[src/rtl/count_run_sched.sv]
// Round-robin scheduler sharing one W-bit run counter among NREQ requesters.
// The granted requester gets `len` consecutive counts in binary, Gray or one-hot form.
module count_run_sched #(
  parameter int NREQ = 4,
  parameter int W    = 8
) (
  input  logic              clk,
  input  logic              reset,
  input  logic [NREQ-1:0]   req,
  input  logic [NREQ*W-1:0] len,
  input  logic [2*NREQ-1:0] mode,
  output logic [NREQ-1:0]   gnt,
  output logic              busy,
  output logic [W-1:0]      out,
  output logic              out_valid,
  output logic              done,
  output logic              abort
);

  localparam int IW = $clog2(NREQ);
  localparam int SW = $clog2(W);

  typedef enum logic [1:0] {S_IDLE, S_RUN, S_DONE} state_t;

  state_t          state;
  logic [IW-1:0]   ptr;
  logic [IW-1:0]   win;
  logic [IW-1:0]   win_nxt;
  logic            any_req;
  logic [W-1:0]    len_l;
  logic [1:0]      mode_l;
  logic [W-1:0]    count;
  logic [W-1:0]    len_a  [NREQ];
  logic [1:0]      mode_a [NREQ];

  for (genvar g = 0; g < NREQ; g++) begin : g_unpack
    assign len_a[g]  = len[g*W +: W];
    assign mode_a[g] = mode[2*g +: 2];
  end

  function automatic logic [IW-1:0] rr_idx(input logic [IW-1:0] base, input int k);
    return IW'((int'(base) + k) % NREQ);
  endfunction

  // Search upward from ptr+1 so the previous owner is considered last.
  always_comb begin
    // NOTE: every output of a combinational block gets a default first so no path infers a latch.
    any_req = 1'b0;
    win_nxt = '0;
    for (int k = 1; k <= NREQ; k++) begin
      if (!any_req && req[rr_idx(ptr, k)]) begin
        any_req = 1'b1;
        win_nxt = rr_idx(ptr, k);
      end
    end
  end

  // NOTE: state is updated with non-blocking assignments so every register samples pre-edge values.
  always_ff @(posedge clk or negedge reset) begin
    if (!reset) begin
      state     <= S_IDLE;
      ptr       <= IW'(NREQ - 1);
      win       <= '0;
      len_l     <= '0;
      mode_l    <= '0;
      count     <= '0;
      gnt       <= '0;
      busy      <= 1'b0;
      out_valid <= 1'b0;
      done      <= 1'b0;
      abort     <= 1'b0;
    end else begin
      done  <= 1'b0;
      abort <= 1'b0;
      case (state)
        S_IDLE: begin
          if (any_req) begin
            win       <= win_nxt;
            len_l     <= len_a[win_nxt];
            mode_l    <= mode_a[win_nxt];
            count     <= '0;
            gnt       <= NREQ'(1) << win_nxt;
            busy      <= 1'b1;
            out_valid <= 1'b1;
            state     <= S_RUN;
          end
        end
        S_RUN: begin
          // len_l of 0 wraps to all-ones, giving a full 2^W run.
          if (count == len_l - W'(1)) begin
            state     <= S_DONE;
            ptr       <= win;
            out_valid <= 1'b0;
            done      <= 1'b1;
          end else if (!req[win]) begin
            state     <= S_IDLE;
            ptr       <= win;
            gnt       <= '0;
            busy      <= 1'b0;
            out_valid <= 1'b0;
            abort     <= 1'b1;
          end else begin
            count <= count + W'(1);
          end
        end
        S_DONE: begin
          state <= S_IDLE;
          gnt   <= '0;
          busy  <= 1'b0;
        end
        default: state <= S_IDLE;
      endcase
    end
  end

  always_comb begin
    out = '0;
    if (out_valid) begin
      case (mode_l)
        2'b01:   out = count ^ (count >> 1);
        2'b10:   out = W'(1) << count[SW-1:0];
        default: out = count;
      endcase
    end
  end

endmodule
[config.mk]
export PLATFORM = sky130hd
export DESIGN_NAME = count_run_sched
export DESIGN_NICKNAME = d
export VERILOG_FILES = /design/src/rtl/count_run_sched.sv
export SDC_FILE = /design/constraint.sdc
export NUM_CORES = 1
export LEC_CHECK = 0
export CORE_UTILIZATION = 55
export CTS_BUF_LIST = sky130_fd_sc_hd__clkbuf_4 sky130_fd_sc_hd__clkbuf_8
export DETAILED_ROUTE_END_ITERATION = 7
export PLACE_DENSITY = 0.84
export SYNTH_ARGS = -nofsm -noshare
export SYNTH_HDL_FRONTEND = slang
export SYNTH_SLANG_ARGS = --single-unit
export TNS_END_PERCENT = 30
[constraint.sdc]
create_clock -name clk -period 4.2 [get_ports clk]
set_input_delay 0.84 -clock clk [delete_from_list [all_inputs] [get_ports clk]]
set_output_delay 0.84 -clock clk [all_outputs]
set_load 0.02 [all_outputs]
---- Word-level counts from Yosys, hierarchy flattened ----
Index checks and enable logic that the tools add are counted.
storage, ports and cells
  output and inout bits ................... 16
  logic and storage cells ................. 104
  bits of input ports ..................... 46
  register bits ........................... 32
operators by class
  shift operators ......................... 2
  bitwise logic cells ..................... 2
  mux-type cells .......................... 51
  $add $sub $neg .......................... 6
  reduce and logical (&&, ||, !) cells .... 15
  order comparisons ....................... 6
  equality and inequality tests ........... 11
operators by type and width
  cell                                                  number
  two-way mux 8 bit                                     6
  one-hot mux 8 bit (2 select lines)                    2
  two-way mux 2 bit                                     11
  two-way mux 1 bit                                     18
  binary-select mux 8 bit (select 2 bit)                1
  < comparator 2 x 3 -> 1 bit (second input constant)   5
  two-way mux 4 bit                                     3
  one-hot mux 4 bit (3 select lines)                    1
  binary-select mux 1 bit (select 2 bit)                5
  inequality test 2 bit (second input constant)         5
  adder 8 x 1 -> 8 bit (second input constant)          1
  equality test 8 bit                                   1
  AND reduction 4 bit                                   2
  << shifter 1 x 3 -> 8 bit (first input constant)      1
  subtractor 8 x 1 -> 8 bit (second input constant)     1
  XOR 8 x 7 -> 8 bit                                    1
  AND reduction 2 bit                                   3
  adder 2 x 1 -> 2 bit (second input constant)          2
  adder 2 bit (second input constant)                   2
  binary-select mux 2 bit (select 2 bit)                1
  equality test 2 x 1 -> 1 bit (second input constant)  2
  equality test 2 bit (second input constant)           2
  one-hot mux 2 bit (2 select lines)                    1
  << shifter 1 x 2 -> 4 bit (first input constant)      1
  11 further kinds                                      15

---- Logic depth before layout (Yosys ltp) ----
Gate-level depths: netlist of run 1.
  depth after elaboration ................. 17
  depth in mapped cells ................... 9
  mapped depth without buffers ............ 8

---- Worst setup path before layout of run 1 ----
OpenSTA, ideal clock, no wires.
  path type ............................... input -> register
  start ................................... input port req[1]
  end ..................................... register len_l[4]
  data arrival time ....................... 2439 ps
  stages .................................. 6
  required time ........................... 4117 ps
  setup time .............................. 83 ps
  setup slack ............................. 1679 ps
  path buffers ............................ 1
  path through ............................ o21ai_0 -> o21ai_0 -> a211oi_1 -> clkbuf_1 -> mux2_2 -> o21ai_0
on the way
  word-level cells in the longest chain between the ends .. 16
  elaborated cells between the ends (all ways) .. 27
  classes of those cells .................. mux: 19; bitwise: 1; reduce/logical: 7
ends and longest elaborated chain
  element                                               line  RTL
  start, declared                                       9     input logic [NREQ-1:0] req,
  binary-select mux 1 bit (select 2 bit)                51    if (!any_req && req[rr_idx(ptr, k)]) begin
  two-way mux 1 bit (not written as such)               51
  two-way mux 1 bit                                     51
  logical NOT 1 bit                                     51
  logical AND 1 bit                                     51
  two-way mux 1 bit                                     51
  logical NOT 1 bit                                     51
  logical AND 1 bit                                     51
  two-way mux 1 bit                                     51
  logical NOT 1 bit                                     51
  logical AND 1 bit                                     51
  two-way mux 2 bit                                     51
  NOT 2 -> 3 bit (not written as such)                  79    len_l <= len_a[win_nxt];
  binary-select mux 8 bit (select 2 bit)                79
  two-way mux 8 bit (not written as such) (2 in a row)  79
  end signal, assigned                                  79
  end, declared                                         30    logic [W-1:0] len_l;
Several ways; a longest one is shown, not always the timed one. The select of a mux whose other input is x is not followed.
A chain may end at the register's enable or synchronous reset.

---- Worst setup path after layout of run 1 ----
  start ................................... register mode_l[0]
  end ..................................... output port out[1]
on the way
  word-level cells in the longest chain between the ends .. 3
  elaborated cells between the ends (all ways) .. 4
  classes of those cells .................. eq/ne: 2; mux: 2
ends and longest elaborated chain
  element                                                              line  RTL
  start, declared                                                      31    logic [1:0] mode_l;
  start signal, assigned                                               80    mode_l <= mode_a[win_nxt];
  equality test 2 bit or equality test 2 x 1 -> 1 bit (tied branches)  119   case (mode_l)
  one-hot mux 8 bit (2 select lines) (*)                               119
  two-way mux 8 bit (*)                                                118   if (out_valid) begin
  end, declared                                                        14    output logic [W-1:0] out,
Mark *: on every way between the ends. The rest lies on a longest branch, timed or not.

==> results.toml, run 1 <==
[outcome]
outcome = "finished clean"

[floorplanning]
io-pin-count = 62
design.die.area_sq_um = 4920
initial_core_util_pct = 57.9
core.rowCount = 24
fp.coreArea_sq_um = 4410
die_width_microns = 70.1
die_y_microns = 70.1

[worst_hold_path]
hold_class = "reg2reg"
hold_path_depth = 1
min_from = "gnt[1]"

[sta]
fmax_mhz = 307
final_hold_viol_count = 0
number_of_slew_limit_violations_in_the_final_report = 0
timing_worst_slew_pin_value_ps = 735
finalCriticalPeriod_ps = 3260
setup_viol = 0
clock_skew_ps = 7.19
layout_worst_path_cycle_share_pct = 77.7
rsz0062_at_grt = "no"
totalNegativeSetupSlack_ps = 0
final_critical_path_setup_slack_ps = 938
maxSlewHeadroom_pct = 51.0

[clocking]
cts_buffer_depth = 2
clkSinkCount = 32
clock_tree.root_cell = "sky130_fd_sc_hd__clkbuf_8"
numCtsBuffers = 5
postCtsHoldBufs = 0
clock_latency_ps = 290
clkTransAtPathRegs_ps = 80
post_cts.repair.setup_buffers = 0
tritoncts_clock_tree = "built"
cts-htree-levels = 2
ctsResizeCount = 0

[critical_path]
worstPathArrival_ps = 2420
timing.setup.critical_path_class = "reg2out"
timing.critical_path.fanout_max = 6
cp.required_ps = 3360
critPathLaunchType = "register"
setup.worst_path.start = "mode_l[0]"
end_kind = "output port"
timing.rr.start = "len_l[2]"
reg2regPathDepth = 6

[logic_synthesis]
synthesis.instances = 267
synth.cell_area_sq_um = 2550
share_of_flip_flops_with_an_asynchronous_set_or_reset_after_synthesis_pct = 100
synth.net_count = 330
ys_seq_elements = 32
syn_area_per_cell_sq_um = 9.56
synth.yosys.warnings = 0
yosysSeqAreaShare_pct = 31.5
synth_enable_flop_cells = 0
yosys_most_used_dff = "sky130_fd_sc_hd__dfrtp_1"
synth.distinct_cells = 56

[finish]
filler_cell_count = 326
drive_gt1_share_pct = 12.5
flow.area_growth_from_synthesis_pct = 28.9
multi_input_area_sq_um = 1630
finish.utilization_pct = 74.6
final-seq-area_sq_um = 803
finalNetCount = 389
stdcell_count = 379
total_inserted_antenna_cells = 0

[global_routing]
antenna_violations_before_repair = 0
globalRouteOverflowTotal = 0
vias_in_the_first_global_route = 2070
groute.usage.overall_pct = 25.1
pin_count_of_the_biggest_net_entering_global_routing = 33
grt_pass1_wl_mm = 9.82

[power]
power.leakage_nw = 1.44
power.density_nw_per_um2 = 642
peak_ir_drop_on_the_vdd_network_mv = 0.462

[routing]
wl_per_cell_microns = 15.6
first_pass_iteration_count_of_the_detailed_router = 4
detail_route.wirelength_mm = 5.89
route.detailed.vias_per_inst = 5.85
drt-initial-drc-count = 100
number_of_remaining_drc_errors = 0
ant_nets = 0
dr_total_vias = 2218

[placed_design]
place_ws_ps = 1090
gp_congestion = 0.952
detailed_place_hpwl_mm = 4.45
port_buffers = 61
dp.cells = 371

[flow_run]
drv.max_cap_violation_count = 0
-- cell usage in the layout (no fill, tap or decap), drive strengths merged, types with 3 or more instances in the layout --
master,n
mux2i,25
a221oi,4
ha,17
nor3b,4
buf,3
inv,18
mux2,17
nor2,13
a21o,4
nand2,23
nand2b,5
xnor2,7
nor2b,4
o21ai,17
nand3,6
a21oi,13
clkdlybuf4s50,61
clkbuf,5
dfrtp,30
and3,3
nand4,4
a211oi,5
-- path summary, 6_finish.rpt --
| check | slack [ps] | end |
|---|---|---|
| max | 940 | out[1] |
| min | 520 | gnt[1] |
| max reg2reg | 1560 | gnt[1] |
| min reg2reg | 520 | gnt[1] |
| max in group asynchronous | 2910 | ptr[1] |
| min in group asynchronous | 950 | count[6] |
-- report_power, final --
part           internal (W)  switching [W]
registers          0.000433       0.000136
clock network      0.000117       0.000130
logic              0.000607       0.000692
-- registers in the layout (all words and copies together), names as in the netlist --
register,cells
gnt,4
count,8
state,2
out_valid,1
win,2
busy,1
done,1
abort,1
len_l,8
ptr,2
mode_l,2
-- per-stage QoR --
stage	cell area (sq um)	hold WS [ps]	total power, W
2_1_floorplan	2550	469	0.00151
3_3_place_gp	3200	496	0.00183
3_5_place_dp	3200	492	0.00186
4_1_cts	3290	521	0.00212
5_1_grt	3290	539	0.00228
6_report	3290	521	0.00211
-- critical path, stage by stage, from the launching register on --
cell and delay (ps):
sky130_fd_sc_hd__dfrtp_1 410, sky130_fd_sc_hd__inv_1 70, sky130_fd_sc_hd__ha_1 270, sky130_fd_sc_hd__nor2b_1 270
sky130_fd_sc_hd__a221oi_1 110, sky130_fd_sc_hd__a211oi_1 310, sky130_fd_sc_hd__clkdlybuf4s50_1 670
-- synth_stat cells (all sizes together) (2+ instances only) --
cell,number,area [sq um]
dfrtp,30,751
mux2i,25,250
nand2,23,88.8
inv,18,67.6
ha,17,213
mux2,17,191
o21ai,17,85.1
a21oi,13,68.8
nor2,13,48.8
clkbuf,7,26.3
xnor2,7,61.3
nand3,6,30.0
a211oi,5,37.5
buf,5,31.3
nand2b,5,31.3
a21o,4,30.0
a221oi,4,35.0
nand4,4,25.0
nor2b,4,25.0
nor3b,4,30.0
and3,3,18.8
a31o,2,17.5
a31oi,2,27.5
a32oi,2,17.5
dfstp,2,52.6
nor3,2,10.0
o211ai,2,20.0
o21ba,2,20.0
xor2,2,17.5
-- cell type report --
| cell class | instances | area share, % |
|---|---|---|
| Clock buffer | 5 | 2.09 |
| Multi-Input combinational cell | 204 | 49.4 |
| Clock inverter | 3 | 0.722 |
| Sequential cell | 32 | 24.4 |
| Tap cell | 52 | 1.98 |
| Timing Repair Buffer | 64 | 19.2 |
| Inverter | 19 | 2.17 |
-- kinds of logic after synthesis --
group,synth area share (%)
xor gates and xnor gates,3.97
buffers and inverters,5.05
and+or+nand+nor,14.2
muxes,18.2
AOI/OAI and AO/OA,18.8
DFF,31.5
adders and majority gates,8.33
-- routing by layer --
metal | global-route usage, % | part of all wire (%) | vias up
li1 | - | - | 1087
met1 | 32.0 | 43 | 1074
met2 | 42.2 | 51 | 46
met3 | 6.20 | 4.8 | 11
met4 | 7.11 | 1.5 | 0
met5 | 0 | 0 | -
Power figures use the tool's default switching activity.
==> run 2, diff against run 1 <==
CORE_UTILIZATION = 47   (was 55)
PLACE_DENSITY = 0.76   (was 0.84)
clock period = 2.9 ns   (was 4.2 ns; I/O delays follow)
==> results.toml, run 2 (same netlist as run 1, synthesis figures left out) <==
[finish]
total_inserted_antenna_cells = 0
filler_cell_count = 413
largestRegisters = "count: 8 flops, len_l: 8 flops, gnt: 4 flops"
drive_gt1_share_pct = 14.5
layout.cells.most_common = "sky130_fd_sc_hd__clkdlybuf4s50_1"
multi_input_area_sq_um = 1630
mostFrequentLayoutCells = "sky130_fd_sc_hd__clkdlybuf4s50_1 (59), sky130_fd_sc_hd__dfrtp_1 (29), sky130_fd_sc_hd__mux2i_1 (25)"
design_area_sq_um = 3370
final-seq-area_sq_um = 805
finalNetCount = 394
stdcell_count = 402
flow.area_growth_from_synthesis_pct = 32.1

[placed_design]
port_buffers = 61
detailed_place_hpwl_mm = 4.80
detailed_place.area_sq_um = 3270
dp.cells = 394
gp_congestion = 0.867

[worst_hold_path]
min_from = "gnt[3]"
hold_class = "reg2reg"

[global_routing]
use_met3_pct = 4.37
antenna_violations_before_repair = 0
globalRouteOverflowTotal = 0
pin_count_of_the_biggest_net_entering_global_routing = 33
busiest_layer = "met2"
grt_pass1_wl_mm = 9.63
vias_in_the_first_global_route = 2070
groute.usage.overall_pct = 22.7
met1_usage_pct = 28.8
grt.met2_usage_pct = 39.1

[routing]
dr_total_vias = 2211
detail_route.wirelength_mm = 6.33
ant_nets = 0
drt-initial-drc-count = 136
first_pass_iteration_count_of_the_detailed_router = 4
wl_per_cell_microns = 15.7
route.detailed.vias_per_inst = 5.50
number_of_remaining_drc_errors = 0

[sta]
finalCriticalPeriod_ps = 2800
totalNegativeSetupSlack_ps = 0
number_of_slew_limit_violations_in_the_final_report = 0
final_hold_viol_count = 0
maxSlewHeadroom_pct = 62.8
clock_skew_ps = 9.85
layout_worst_path_cycle_share_pct = 96.4
rsz0062_at_grt = "no"
setup_viol = 0
timing_worst_slew_pin_value_ps = 553
fin_hold_ws_ps = 516
fmax_mhz = 358

[floorplanning]
core.rowCount = 26
die_y_microns = 75.7
initial_core_util_pct = 49.4
die_width_microns = 75.7
fp.coreArea_sq_um = 5170
design.die.area_sq_um = 5730
io-pin-count = 62

[critical_path]
delay_of_the_slowest_cell_on_the_worst_path_ps = 650
worstPathArrival_ps = 2220
critPathLaunchType = "register"
end_kind = "output port"
cp.required_ps = 2320
crit_slowest_cell = "sky130_fd_sc_hd__clkdlybuf4s50_1"
setup.worst_path.start = "mode_l[0]"
timing.rr.start = "len_l[2]"
crit_path_cells = "inv_1, ha_2, nor2b_1, a221oi_1, a211oi_1, clkdlybuf4s50_1"
timing.critical_path.fanout_max = 6
timing.setup.critical_path_class = "reg2out"

[outcome]
outcome = "finished clean"

[clocking]
clock_tree.root_cell = "sky130_fd_sc_hd__clkbuf_8"
tritoncts_clock_tree = "built"
clock_latency_ps = 300
cts-htree-levels = 2
numCtsBuffers = 5
postCtsHoldBufs = 0
clkSinkCount = 32
clkTransAtPathRegs_ps = 70
cts_buffer_depth = 2

[power]
peak_ir_drop_on_the_vdd_network_mv = 0.506
power.leakage_nw = 1.51
post-layout-total-power_w = 0.00314
power.density_nw_per_um2 = 932

[flow_run]
drv.max_cap_violation_count = 0
run 2: changes by cell type in the layout (fill, tap and decap cells not counted), sizes merged:
| cell | previous run | this run |
|---|---|---|
| clkdlybuf4s50 | 61 | 59 |
| clkinv | 2 | 3 |
| buf | 3 | 8 |
| clkinvlp | 2 | 0 |
| dlymetal6s2s | 0 | 2 |
| clkbuf | 5 | 6 |
run 2: critical path: cells and delay by family (launching register included):
family          cells  cell delay [ps]
compound gates      2              330
fa+ha+maj           1              230
buf+inv             2              720
flops               1              400
simple gates        1              240
run 2: final cells by class:
type	instances	area share, %
Multi-Input combinational cell	204	48.3
Sequential cell	32	23.9
Timing Repair Buffer	69	20.4
Tap cell	70	2.60
Clock buffer	6	2.45
Inverter	19	2.11
Clock inverter	2	0.297
run 2: routing by layer:
| metal | wire length [microns] | share of wire (%) | up-vias |
|---|---|---|---|
| met5 | 0 | 0 | - |
| met4 | 84 | 1.3 | 0 |
| met3 | 258 | 4.1 | 10 |
| met2 | 3200 | 51 | 41 |
| met1 | 2780 | 44 | 1063 |
| li1 | - | - | 1097 |
run 2: final timing paths:
kind | cells past startpoint | slack (ps) | endpoint
setup / recovery | 6 | 100 | out[2]
hold reg to reg | 1 | 520 | gnt[3]
hold / removal | 1 | 520 | gnt[3]
min in group asynchronous | 2 | 690 | count[7]
setup reg to reg | 6 | 290 | ptr[0]
max in group asynchronous | 2 | 1870 | count[0]
run 2: report_power, final:
group          internal [W]  switching (W)  leakage [nW]
sequential         0.000628       0.000205         0.404
combinational      0.000924        0.00102          1.05
clock              0.000189       0.000179        0.0510
run 2: repair_timing:
action | 4_1_cts | 5_1_grt
resized for setup | 1 | 3
buffers inserted | 0 | 0
setup endpoints to repair | 1 | 3
run 2: per-stage QoR:
step | utilization (%) | worst slack [ps]
global placement | 63.3 | 322
detailed placement | 63.3 | 255
CTS | 65.1 | 54.2
floorplan | - | 604
finish | 65.2 | 105
global route | 65.2 | 6.59
